===== config.mk =====
export PLATFORM = sky130hd
export DESIGN_NAME = branch_predict_unit_flat
export DESIGN_NICKNAME = d
export VERILOG_FILES = /design/src/rtl/branch_predict_unit_pkg.sv /design/src/rtl/branch_predict_unit_if.sv /design/src/rtl/branch_predict_unit_branch_resolve.sv /design/src/rtl/branch_predict_unit.sv /design/src/flat_wrapper.sv
export SDC_FILE = /design/constraint.sdc
export NUM_CORES = 1
export LEC_CHECK = 0
export CORE_ASPECT_RATIO = 0.9
export CORE_MARGIN = 3
export CORE_UTILIZATION = 51
export CTS_CLUSTER_DIAMETER = 60
export DETAILED_ROUTE_END_ITERATION = 16
export HOLD_SLACK_MARGIN = 0.08
export PLACE_DENSITY = 0.77
export SETUP_SLACK_MARGIN = 0.3
export SYNTH_ARGS = -nofsm -noshare
export SYNTH_HDL_FRONTEND = slang
export SYNTH_SLANG_ARGS = --single-unit

===== constraint.sdc =====
create_clock -name i_clk -period 3 [get_ports i_clk]
set_clock_uncertainty 0.2 [all_clocks]
set_input_delay 0.45 -clock i_clk [delete_from_list [all_inputs] [get_ports i_clk]]
set_output_delay 0.45 -clock i_clk [all_outputs]
set_load 0.02 [all_outputs]

===== src/rtl/branch_predict_unit_pkg.sv =====
// Shared definitions for the branch predictor: funct3 encodings and the
// power-on value of the direction counters.
package branch_predict_unit_pkg;

    localparam logic [2:0] BEQ  = 3'b000;
    localparam logic [2:0] BNE  = 3'b001;
    localparam logic [2:0] BLT  = 3'b100;
    localparam logic [2:0] BGE  = 3'b101;
    localparam logic [2:0] BLTU = 3'b110;
    localparam logic [2:0] BGEU = 3'b111;

    // Weakly not-taken: one below the midpoint, zero for a 1-bit counter.
    function automatic int ctr_reset_value(input int ctr_bits);
        return (1 << (ctr_bits - 1)) - 1;
    endfunction

endpackage


===== src/rtl/branch_predict_unit_if.sv =====
// Fetch-side lookup and execute-side resolution signals of the predictor.
// master = pipeline, slave = branch_predict_unit.
interface branch_predict_unit_if #(
    parameter int XLEN     = 32,
    parameter int CNT_BITS = 16
);
    logic [XLEN-1:0]     i_fetch_pc;
    logic                o_pred_taken;
    logic                i_ex_valid;
    logic                i_ex_branch;
    logic [XLEN-1:0]     i_ex_pc;
    logic [2:0]          i_ex_funct3;
    logic                i_ex_eq;
    logic                i_ex_slt;
    logic                i_ex_pred_taken;
    logic                o_ex_take_branch;
    logic                o_ex_mispredict;
    logic [CNT_BITS-1:0] o_mispredict_count;

    modport master (
        output i_fetch_pc, i_ex_valid, i_ex_branch, i_ex_pc, i_ex_funct3,
               i_ex_eq, i_ex_slt, i_ex_pred_taken,
        input  o_pred_taken, o_ex_take_branch, o_ex_mispredict, o_mispredict_count
    );

    modport slave (
        input  i_fetch_pc, i_ex_valid, i_ex_branch, i_ex_pc, i_ex_funct3,
               i_ex_eq, i_ex_slt, i_ex_pred_taken,
        output o_pred_taken, o_ex_take_branch, o_ex_mispredict, o_mispredict_count
    );
endinterface


===== src/rtl/branch_predict_unit_branch_resolve.sv =====
// Combinational branch resolver: funct3 plus ALU compare flags to direction.
// Reserved funct3 (010, 011) and bubbles resolve as not-a-branch.
module branch_resolve
    import branch_predict_unit_pkg::*;
(
    input  logic       valid,
    input  logic       branch,
    input  logic [2:0] funct3,
    input  logic       eq,
    input  logic       slt,
    output logic       legal,
    output logic       take
);
    logic cond;

    always_comb begin
        cond = 1'b0;
        case (funct3)
            BEQ:         cond = eq;
            BNE:         cond = ~eq;
            BLT, BLTU:   cond = slt;
            BGE, BGEU:   cond = ~slt;
            default:     cond = 1'b0;
        endcase
    end

    assign legal = valid & branch & (funct3 != 3'b010) & (funct3 != 3'b011);
    assign take  = legal & cond;

endmodule


===== src/rtl/branch_predict_unit.sv =====
// PC-indexed table of saturating counters: predicts at fetch, resolves and
// trains at execute, and keeps a saturating misprediction count.
module branch_predict_unit
    import branch_predict_unit_pkg::*;
#(
    parameter int XLEN       = 32,
    parameter int INDEX_BITS = 6,
    parameter int CTR_BITS   = 2,
    parameter int CNT_BITS   = 16
) (
    input  logic                 i_clk,
    input  logic                 i_rst,
    branch_predict_unit_if.slave bus
);
    localparam int ENTRIES = 1 << INDEX_BITS;
    localparam logic [CTR_BITS-1:0] CTR_INIT = CTR_BITS'(ctr_reset_value(CTR_BITS));
    localparam logic [CTR_BITS-1:0] CTR_MAX  = '1;
    localparam logic [CTR_BITS-1:0] CTR_ONE  = CTR_BITS'(1);
    localparam logic [CNT_BITS-1:0] CNT_ONE  = CNT_BITS'(1);

    logic [CTR_BITS-1:0]   table_q [ENTRIES];
    logic [CNT_BITS-1:0]   count_q;
    logic [INDEX_BITS-1:0] fetch_idx;
    logic [INDEX_BITS-1:0] ex_idx;
    logic [CTR_BITS-1:0]   ex_ctr;
    logic [CTR_BITS-1:0]   ex_ctr_next;
    logic                  legal;
    logic                  take;
    logic                  mispredict;
    logic                  unused_pc_bits;

    assign fetch_idx = bus.i_fetch_pc[INDEX_BITS+1:2];
    assign ex_idx    = bus.i_ex_pc[INDEX_BITS+1:2];
    assign unused_pc_bits = ^{bus.i_fetch_pc[XLEN-1:INDEX_BITS+2], bus.i_fetch_pc[1:0],
                              bus.i_ex_pc[XLEN-1:INDEX_BITS+2], bus.i_ex_pc[1:0]};

    branch_resolve u_resolve (
        .valid  (bus.i_ex_valid),
        .branch (bus.i_ex_branch),
        .funct3 (bus.i_ex_funct3),
        .eq     (bus.i_ex_eq),
        .slt    (bus.i_ex_slt),
        .legal  (legal),
        .take   (take)
    );

    assign mispredict = legal & (take != bus.i_ex_pred_taken);

    // Lookup reads the registered table directly, so a same-cycle update is not visible.
    assign bus.o_pred_taken       = table_q[fetch_idx][CTR_BITS-1];
    assign bus.o_ex_take_branch   = take;
    assign bus.o_ex_mispredict    = mispredict;
    assign bus.o_mispredict_count = count_q;

    assign ex_ctr = table_q[ex_idx];

    always_comb begin
        ex_ctr_next = ex_ctr;
        if (take) begin
            if (ex_ctr != CTR_MAX) ex_ctr_next = ex_ctr + CTR_ONE;
        end else begin
            if (ex_ctr != '0) ex_ctr_next = ex_ctr - CTR_ONE;
        end
    end

    always_ff @(posedge i_clk) begin
        if (i_rst) begin
            for (int i = 0; i < ENTRIES; i++) table_q[i] <= CTR_INIT;
            count_q <= '0;
        end else begin
            if (legal) table_q[ex_idx] <= ex_ctr_next;
            if (mispredict && (count_q != '1)) count_q <= count_q + CNT_ONE;
        end
    end

endmodule


===== src/flat_wrapper.sv =====
// flat-port wrapper written by rule: the top's interface ports become plain ports
module branch_predict_unit_flat import branch_predict_unit_pkg::*;
#(
    parameter int XLEN       = 32,
    parameter int INDEX_BITS = 6,
    parameter int CTR_BITS   = 2,
    parameter int CNT_BITS   = 16
)
  (i_clk, i_rst, bus_i_fetch_pc, bus_i_ex_valid, bus_i_ex_branch, bus_i_ex_pc, bus_i_ex_funct3, bus_i_ex_eq, bus_i_ex_slt, bus_i_ex_pred_taken, bus_o_pred_taken, bus_o_ex_take_branch, bus_o_ex_mispredict, bus_o_mispredict_count);
  branch_predict_unit_if #(.XLEN(XLEN), .CNT_BITS(CNT_BITS)) bus_i ();
  input  logic i_clk;
  input  logic i_rst;
  input wire logic [$bits(bus_i.i_fetch_pc)-1:0] bus_i_fetch_pc;
  input wire logic [$bits(bus_i.i_ex_valid)-1:0] bus_i_ex_valid;
  input wire logic [$bits(bus_i.i_ex_branch)-1:0] bus_i_ex_branch;
  input wire logic [$bits(bus_i.i_ex_pc)-1:0] bus_i_ex_pc;
  input wire logic [$bits(bus_i.i_ex_funct3)-1:0] bus_i_ex_funct3;
  input wire logic [$bits(bus_i.i_ex_eq)-1:0] bus_i_ex_eq;
  input wire logic [$bits(bus_i.i_ex_slt)-1:0] bus_i_ex_slt;
  input wire logic [$bits(bus_i.i_ex_pred_taken)-1:0] bus_i_ex_pred_taken;
  output wire logic [$bits(bus_i.o_pred_taken)-1:0] bus_o_pred_taken;
  output wire logic [$bits(bus_i.o_ex_take_branch)-1:0] bus_o_ex_take_branch;
  output wire logic [$bits(bus_i.o_ex_mispredict)-1:0] bus_o_ex_mispredict;
  output wire logic [$bits(bus_i.o_mispredict_count)-1:0] bus_o_mispredict_count;
  assign bus_i.i_fetch_pc = bus_i_fetch_pc;
  assign bus_i.i_ex_valid = bus_i_ex_valid;
  assign bus_i.i_ex_branch = bus_i_ex_branch;
  assign bus_i.i_ex_pc = bus_i_ex_pc;
  assign bus_i.i_ex_funct3 = bus_i_ex_funct3;
  assign bus_i.i_ex_eq = bus_i_ex_eq;
  assign bus_i.i_ex_slt = bus_i_ex_slt;
  assign bus_i.i_ex_pred_taken = bus_i_ex_pred_taken;
  assign bus_o_pred_taken = bus_i.o_pred_taken;
  assign bus_o_ex_take_branch = bus_i.o_ex_take_branch;
  assign bus_o_ex_mispredict = bus_i.o_ex_mispredict;
  assign bus_o_mispredict_count = bus_i.o_mispredict_count;
  branch_predict_unit #(.XLEN(XLEN), .INDEX_BITS(INDEX_BITS), .CTR_BITS(CTR_BITS), .CNT_BITS(CNT_BITS)) u_core (.i_clk(i_clk), .i_rst(i_rst), .bus(bus_i));
endmodule

==> results of run 1 <==
-- cell usage in the layout, fill, tap and decap left out, drive strengths merged, types with 5 or more instances in the layout --
cell type      count
and2               9
nor2              95
and3               8
a22oi              5
xnor2              6
clkdlybuf4s50     29
a21oi              6
mux2i             33
clkbuf            25
nand2             70
xor2              10
o22ai              9
nor3b              6
clkinv             5
buf              166
nand3             75
edfxtp           128
mux4              26
inv               15
o21ai              5
nor3              11
o32ai              7
a221oi             9
dfxtp             16
nand2b            74
-- power by group --
part	total (mW)	internal, mW	switching [mW]
clock	2.20	1.28	0.920
combinational	1.47	0.728	0.740
sequential	2.26	2.22	0.0426
-- layer usage --
metal | up-vias | wire, um
met3 | 302 | 5620
met5 | - | 13
met1 | 3725 | 10900
met2 | 864 | 15500
met4 | 2 | 3460
li1 | 2991 | -
-- metrics by stage --
| step | setup WS, ps | power, mW | cells | area (um2) | setup TNS (ps) |
|---|---|---|---|---|---|
| floorplan | 296 | 2.66 | 734 | 8050 | 0 |
| global placement | -763 | 2.88 | 998 | 9100 | -76790 |
| detailed placement | -766 | 2.90 | 998 | 9100 | -78510 |
| CTS | -80.5 | 5.69 | 1094 | 11700 | -80.5 |
| global route | -283 | 6.02 | 1099 | 12100 | -12930 |
| finish | -296 | 5.93 | 1099 | 12100 | -13400 |
-- worst max-delay path, stage by stage --
cell           delay, ps
dlygate4sd2_1        370
bufbuf_16            340
mux4_2               400
mux4_2               600
mux2i_1              210
a21oi_2               90
buf_4                160
-- flip-flops by register name (all words and copies together), names as in the netlist --
register	cells
u_core.bus.o_mispredict_count	16
u_core.table_q	128
-- kinds of logic (layout without fill, tap and decap cells) --
kind of cell / Yosys count / in the layout / share of synthesized area (%)
muxes: 61 / 61 / 11.8
buffers and inverters: 77 / 244 / 4.94
adders and majority gates: 3 / 3 / 0.439
AOI/OAI and AO/OA: 62 / 62 / 5.88
and+or+nand+nor: 371 / 371 / 23.1
DFF: 144 / 144 / 52.1
xor gates and xnor gates: 16 / 16 / 1.75
-- layout make-up --
| cell class | instances | area share (%) |
|---|---|---|
| multi-input cells | 513 | 37.3 |
| flip-flops and latches | 144 | 34.5 |
| repair buffers | 201 | 20.8 |
| clock buffers | 23 | 4.50 |
| well taps | 198 | 2.05 |
| clock inverters | 9 | 0.518 |
| inverters | 11 | 0.342 |
-- path summary, 6_finish.rpt --
check | from | end | slack, ps | depth (start not counted)
hold / removal | u_core.bus.o_mispredict_count[6] | u_core.bus.o_mispredict_count[6] | 350 | 2
setup / recovery | bus_i_fetch_pc[3] | bus_o_pred_taken | -300 | 7
setup reg to reg | u_core.table_q[49][0] | u_core.table_q[4][0] | -190 | 11
hold reg to reg | u_core.bus.o_mispredict_count[6] | u_core.bus.o_mispredict_count[6] | 350 | 2
-- repair_timing --
action / CTS / global route
gates cloned: 25 / 0
gates resized for setup: 235 / 90
buffers inserted: 39 / 5
endpoints found under the hold margin: 0 / 0
pin swaps: 34 / 25
setup endpoints to repair: 131 / 158
==> key figures, run 1 <==
Status
  – Result of the run: finished with violations
  – Violated checks: setup timing

Placed design
  – Final weighted congestion in routability-driven placement: between 1 and 1.5
  – Placed wire-length estimate after detailed placement: 16,400 um
  – Port Buffers: 40

Global routing
  – Maximum number of pins on one net before global-route repair: 53
  – Global routing usage summed across all routing layers: 38.0%
  – Number of global-route vias before repair: 7,636
  – Most heavily used metal layer in global routing: met2
  – Met2 Track Usage GR: between 50% and 60%
  – Fraction of met1 tracks used by global routing: between 40% and 50%
  – GR Util met3: 12.5%
  – Leftover overflow at the end of global routing: 0
  – Wire length of the first global-routing pass: 47,600 um
  – Initial antenna violation count: 2

STA
  – Unrepaired setup endpoints after global routing: yes
  – Worst Hold Slack: 351 ps
  – Final min period: about 3300 ps
  – Fmax: 0.303 GHz
  – Number of slew-limit violations in the final report: 0
  – Final setup violation count: 115
  – Max-slew headroom at the worst pin: 60.5%
  – Post-route fraction of the period consumed by the critical path: 110%
  – Setup ws final: -296 ps
  – Hold Violations, Final: 0
  – Transition time at the pin with the least slew margin: 593 ps

Finish
  – Synthesis-to-layout area growth: 51.3%
  – Share of the core filled with cells in the final layout: 80.4%
  – Total area of multi-input combinational cells: ~4500 um2
  – Proportion of layout cells with a drive suffix above 1: 44.5%
  – Number of nets at the end of the flow: 963
  – Area taken by flip-flops and latches: 4160 um2
  – Filler cells: roughly 750
  – Antenna cell count: 0

Synth
  – Count of different cell masters after synthesis: 57
  – Cell type with the largest total area after synthesis: edfxtp_1
  – Most instantiated library cell after synthesis: edfxtp_1
  – Share of the yosys chip area belonging to registers: between 50% and 60%
  – Cell count after synthesis: around 730
  – Main synth FF type: edfxtp_1
  – Total of warnings raised by yosys: 0
  – Async set-reset flop share out of synthesis: 0%
  – Number of storage elements in the synthesis netlist: 144
  – Number of enable flip-flop cells after synthesis: 128
  – Top cell types by occurrence after synthesis: edfxtp_1 (128), nor2_1 (94), nand3_1 (75)
  – Synth Area per Inst: 10.9 um2
  – Synthesized netlist net count: 809
  – Synth top area share: 48.1%
  – Synth area leaders: edfxtp_1 (48%), mux4_2 (7.3%), nand2b_1 (5.8%)
  – Summed instance area of the synthesized netlist: 7990 um2

Floorplan
  – # rows: 42
  – Top-level I/O count: 93
  – Overall die width: 138 um
  – Core area: approximately 15,000 um2
  – Overall die area: 17,200 um2
  – Effective utilization at floorplan: 53.1%
  – Die Y: 125 um

Clocking
  – TritonCTS Sinks: around 140
  – Root Driver: clkbuf_16
  – Clock latency of the later-clocked register in the worst-skew pair: 440 ps
  – Number of CTS-inserted buffers: 17
  – TritonCTS clock tree: built
  – Clock H-tree levels: 4
  – Cts-stage hold buffer count: 0
  – Post-CTS clock slew at the launch and capture registers of the worst setup and hold paths: 60 ps
  – Clk buf depth: 2

Drt
  – Via count: just under 8,000
  – Iteration-0 DRC Markers: ~1,200
  – Total routed wirelength: 35,500 um
  – DRC Markers: 0
  – Via count normalized by instance count: ~7.2
  – Antenna Violating Nets Remaining: 0
  – Initial DRT Pass Iterations: 6
  – WL/cell: 32.3 um

Worst setup path
  – Crit path max fanout: 7
  – Kind of end point of the critical path: primary output
  – Critical Path Start Type: input pin
  – Endpoint required time on the critical path: ~2400 ps
  – Critical path type: input pin to primary output
  – Arrival time of data at the critical path endpoint: 2650 ps

Job
  – Max-cap violations: 0

Worst hold path
  – HP Class: flip-flop to flip-flop

Power
  – Leak: 4.18 nW
  – Peak supply drop: 0.472 mV
  – Power density over the cells: 491 nW/um2
No activity file was read; power rests on OpenSTA's default activity.
==> run 2, diff against run 1 <==
- CTS_CLUSTER_SIZE: default -> 28
==> results of run 2 <==
The final DEF is identical to that of run 1; final timing and power are the same.
